File: src/rtl/aes_round_key_sched.sv
// Drives an external key_expansion block round by round and stores the 11 AES-128 round keys for indexed readback.
// Latency: (EXP_LATENCY+1) cycles per round, 1-cycle registered read; start is ignored while busy, with no other backpressure.
module aes_round_key_sched #(
   parameter int EXP_LATENCY = 1,
   parameter int NUM_ROUNDS  = 10
) (
   input  logic         CLK,
   input  logic         reset,
   input  logic         start,
   input  logic [127:0] key_in,
   output logic         busy,
   output logic         keys_ready,
   output logic         done,
   input  logic [3:0]   rk_idx,
   output logic [127:0] rk_out,
   output logic [127:0] exp_key_in,
   output logic [7:0]   exp_rcon,
   input  logic [127:0] exp_key_out
);

   localparam int CW = (EXP_LATENCY > 0) ? $clog2(EXP_LATENCY + 1) : 1;
   localparam int RW = $clog2(NUM_ROUNDS + 1);

   typedef enum logic [1:0] {IDLE, EXPAND, READY} state_t;

   state_t          state, state_nxt;
   logic [CW-1:0]   cnt;
   logic [RW-1:0]   round;
   logic            done_q;
   logic            capture;
   logic            last_round;
   logic            accept;
   logic [127:0]    rk [NUM_ROUNDS+1];

   function automatic logic [7:0] xtime(input logic [7:0] x);
      return {x[6:0], 1'b0} ^ (x[7] ? 8'h1b : 8'h00);
   endfunction

   assign accept     = (state != EXPAND) && start;
   assign capture    = (state == EXPAND) && (cnt == CW'(EXP_LATENCY));
   assign last_round = (round == RW'(NUM_ROUNDS));

   always_ff @(posedge CLK) begin
      if (reset) state <= IDLE;
      else       state <= state_nxt;
   end

   always_comb begin
      state_nxt = state;
      case (state)
         IDLE, READY: if (start) state_nxt = EXPAND;
         EXPAND:      if (capture && last_round) state_nxt = READY;
         default:     state_nxt = IDLE;
      endcase
   end

   always_comb begin
      busy       = (state == EXPAND);
      keys_ready = (state == READY);
      done       = done_q;
   end

   // Each captured key is fed straight back as the next round's input.
   always_ff @(posedge CLK) begin
      if (reset) begin
         exp_key_in <= '0;
         exp_rcon   <= 8'h01;
         round      <= '0;
         cnt        <= '0;
         done_q     <= 1'b0;
         rk_out     <= '0;
      end else begin
         done_q <= 1'b0;
         rk_out <= (keys_ready && (rk_idx <= 4'(NUM_ROUNDS))) ? rk[rk_idx] : '0;
         if (accept) begin
            exp_key_in <= key_in;
            exp_rcon   <= 8'h01;
            round      <= RW'(1);
            cnt        <= '0;
         end else if (capture) begin
            exp_key_in <= exp_key_out;
            exp_rcon   <= xtime(exp_rcon);
            round      <= round + RW'(1);
            cnt        <= '0;
            done_q     <= last_round;
         end else if (state == EXPAND) begin
            cnt <= cnt + CW'(1);
         end
      end
   end

   // Store is not reset; keys_ready gates every read.
   always_ff @(posedge CLK) begin
      if (!reset) begin
         if (accept)       rk[0]     <= key_in;
         else if (capture) rk[round] <= exp_key_out;
      end
   end

endmodule

File: config.mk
export PLATFORM = sky130hd
export DESIGN_NAME = aes_round_key_sched
export DESIGN_NICKNAME = d
export VERILOG_FILES = /design/src/rtl/aes_round_key_sched.sv
export SDC_FILE = /design/constraint.sdc
export NUM_CORES = 2
export LEC_CHECK = 0
export CORE_MARGIN = 5
export CORE_UTILIZATION = 25
export CTS_BUF_LIST = sky130_fd_sc_hd__clkbuf_2 sky130_fd_sc_hd__clkbuf_4 sky130_fd_sc_hd__clkbuf_8
export DETAILED_ROUTE_END_ITERATION = 10
export DONT_BUFFER_PORTS = 1
export PLACE_DENSITY = 0.37
export SLEW_MARGIN = 0
export SYNTH_ARGS = -nofsm -noshare
export SYNTH_HDL_FRONTEND = slang
export SYNTH_SLANG_ARGS = --single-unit
File: constraint.sdc
create_clock -name CLK -period 20.9 [get_ports CLK]
set_input_delay 4.18 -clock CLK [delete_from_list [all_inputs] [get_ports CLK]]
set_output_delay 4.18 -clock CLK [all_outputs]
set_load 0.05 [all_outputs]
==> flow_metrics.py <==
metrics = {
    "floorplanning": {
        "dieWidth_um": 515.6,
        "dieArea_um2": 265800,
        "die_y_um": 515.6,
        "rows": 185,
        "coreArea_um2": 254200,
        "ios": 530,
        "initial_utilization": 0.2514,
    },
    "cts": {
        "cts_inserted_buffers": 329,
        "ctsResizeCount": 0,
        "cts_root_buf": "clkbuf_8",
        "insertion_delay_ns": 1.02,
        "cts.clk_slew.worst_paths_ns": 0.05,
        "cts_buffer_depth": 4,
        "clock_sinks": 1680,
        "cts_tree": "done",
        "cts_setup_buffers": 0,
        "cts_hold_buf": 0,
        "cts_max_level": 5,
    },
    "critical_path": {
        "r2r-start": "state[0]",
        "cp-start-kind": "primary input",
        "cp_max_fo": 135,
        "path_class": "in2reg",
        "cp.required_ns": 21.48,
        "crit_path_end_kind": "register",
        "critical_path_arrival_ns": 7.87,
        "r2r_cells": 6,
        "rrSetupSlack_ns": 16.31,
        "r2r_end": "rk[9][30]",
    },
    "logic_synthesis": {
        "yosys_register_bits": 1680,
        "ys_async_sr_fraction": 0,
        "syn_avg_cell_area_um2": 17.94,
        "netlist_instances": 3563,
        "synth_edf_count": 1408,
        "synth_top_area_cell": "edfxtp_1",
        "yosysUniqueCellTypes": 37,
        "ys.flop_type": "edfxtp_1",
        "seq_area_frac_synth": 0.7468,
        "syn_nets": 3828,
        "yosysTopAreaCellShare": 0.6616,
        "synth_common_cells": "edfxtp_1, nand2_1, dfxtp_1, mux4_2, clkbuf_1",
        "yosysWarnings": 0,
        "synth.most_common_cell": "edfxtp_1",
        "synthTopCellsByArea": "edfxtp_1, mux4_2, dfxtp_1, nand2_1, mux2_2",
        "synth_area_um2": 63900,
    },
    "cells_and_area": {
        "fin_util": 0.2918,
        "syn_to_final_growth_pct": 16.04,
        "fillCellCount": 25140,
        "finalNonFillerCells": 7311,
        "drive_above_1_share": 0.2515,
        "layout.nets": 3949,
    },
    "routing": {
        "via_per_inst": 4.592,
        "drtPass1Iterations": 5,
        "drtIter0Drc": 1959,
        "vias": 33570,
        "ant_nets": 0,
        "finalWirelength_um": 199900,
        "avgRoutedWirePerCell_um": 27.34,
        "drc_errors": 0,
    },
    "hold_path": {
        "hold_depth": 3,
        "hp-start": "rk[10][8]",
        "hold_path.class": "reg2reg",
        "hold_end": "rk_out[8]",
    },
    "timing": {
        "relSlewSlack": 0.2203,
        "fmax_ghz": 0.1373,
        "clock_skew_ns": 0.08320,
        "hold_violations": 0,
        "worst_pin_slew_ns": 1.170,
        "rsz0062_at_grt": "false",
        "post-route-period-util": 0.3486,
        "drv_slew": 0,
        "tns_ns": 0,
        "min_period_ns": 7.285,
        "final-setup-viol-count": 0,
    },
    "power_and_ir_drop": {
        "p_leak_nw": 23.96,
        "finalPower_mw": 7.378,
        "ir_worst_vdd_uv": 62.84,
        "powerDensity_nw_per_um2": 99.49,
    },
    "placed_design": {
        "numPortBuffers": 0,
        "hpwl_um": 105800,
        "place_congestion": 0.6875,
        "dp.cells": 6716,
    },
    "global_routing": {
        "antenna_found_initial": 11,
        "top_usage_layer": "met2",
        "overflow": 0,
        "grt_use_total": 0.1466,
        "met3_usage": 0.04316,
        "grt_util_met2": 0.2406,
        "grt_max_degree": 387,
        "met1_usage": 0.1847,
        "grt_pass1_vias": 36220,
        "grt_pass1_wl_um": 279600,
    },
    "run_status": {
        "status": "completed",
    },
    "flow_run": {
        "cap_violations": 0,
    },
}
[through the flow]
stage                     setup WS, ns  hold WS (ns)  area [µm²]
after CTS                        13.70        0.5184       74040
final                            13.61        0.5101       74150
after global routing             13.57        0.5524       74130
after global placement           12.62        0.5625       67400
after detailed placement         12.64        0.5666       67400
after floorplan                  6.255        0.5195       63900
[registers in the layout, summed over array words and instances (netlist names)]
register	count
exp_rcon	8
rk_out	128
round	4
rk	1408
cnt	1
exp_key_in	128
state	2
done	1
[layout by cell type, fill, tap and decap left out, types with 26 or more instances in the layout]
master and n:
and3_1 128, dfxtp_1 272, a311oi_1 128, clkinv_2 26
a221o_1 128, clkbuf_4 124, mux2_2 128, edfxtp_1 1408
clkbuf_8 360, clkinv_1 48, buf_4 47, mux2i_1 128
nor3_1 128, mux4_2 256, nand2_1 397, o21ai_0 130
[worst max-delay path by stage]
stage / from / cells past startpoint / slack, ns / endpoint
after CTS: reset / 6 / 13.70 / rk[9][30]
after global routing: reset / 6 / 13.57 / rk[9][30]
after global placement: reset / 6 / 12.62 / rk[9][30]
final: reset / 6 / 13.61 / rk[9][30]
after floorplan: reset / 7 / 6.25 / rk[2][0]
after detailed placement: reset / 6 / 12.64 / rk[9][30]
[critical path: stages]
cell	delay, ns
nor4bb_4	0.35
buf_12	0.55
nand2_1	0.36
nor2_4	0.79
buf_4	0.71
buf_4	0.66
[final cells by class]
type,instances,area (µm²),share of cell area
Multi-Input combinational cell,1613,15000,0.2023
Inverter,6,32.53,0.0004387
Antenna cell,12,30.03,0.0004050
Clock inverter,96,749.5,0.01011
Tap cell,3366,4212,0.05680
Sequential cell,1680,47730,0.6436
Clock buffer,484,5886,0.07937
Timing Repair Buffer,54,515.5,0.006952
[cell families (layout without fill, tap and decap cells)]
logic type               Yosys count  in the layout  share of synthesized area
flip-flops                      1680           1680                     0.7468
AND/OR/NAND/NOR                  692            692                    0.04932
multiplexers                     512            512                     0.1328
AO/OA/AOI/OAI                    403            403                    0.04956
buffers and inverters            270            640                    0.02052
XOR/XNOR                           4              4                  0.0005482
adder cells (fa/ha/maj)            2              2                  0.0003915
other                              0             12                          0
[power by group]
group	internal [mW]	switching, mW
Combinational	0.0958	0.152
Sequential	3.67	0.101
Clock	1.94	1.41
Total	5.71	1.67
[routing by layer]
metal  part of all wire  up-vias
li1                   -    14640
met1               0.42    17710
met2               0.48      925
met3              0.067      291
met4              0.030        4
met5            0.00013        -
Power figures use the tool's default switching activity.
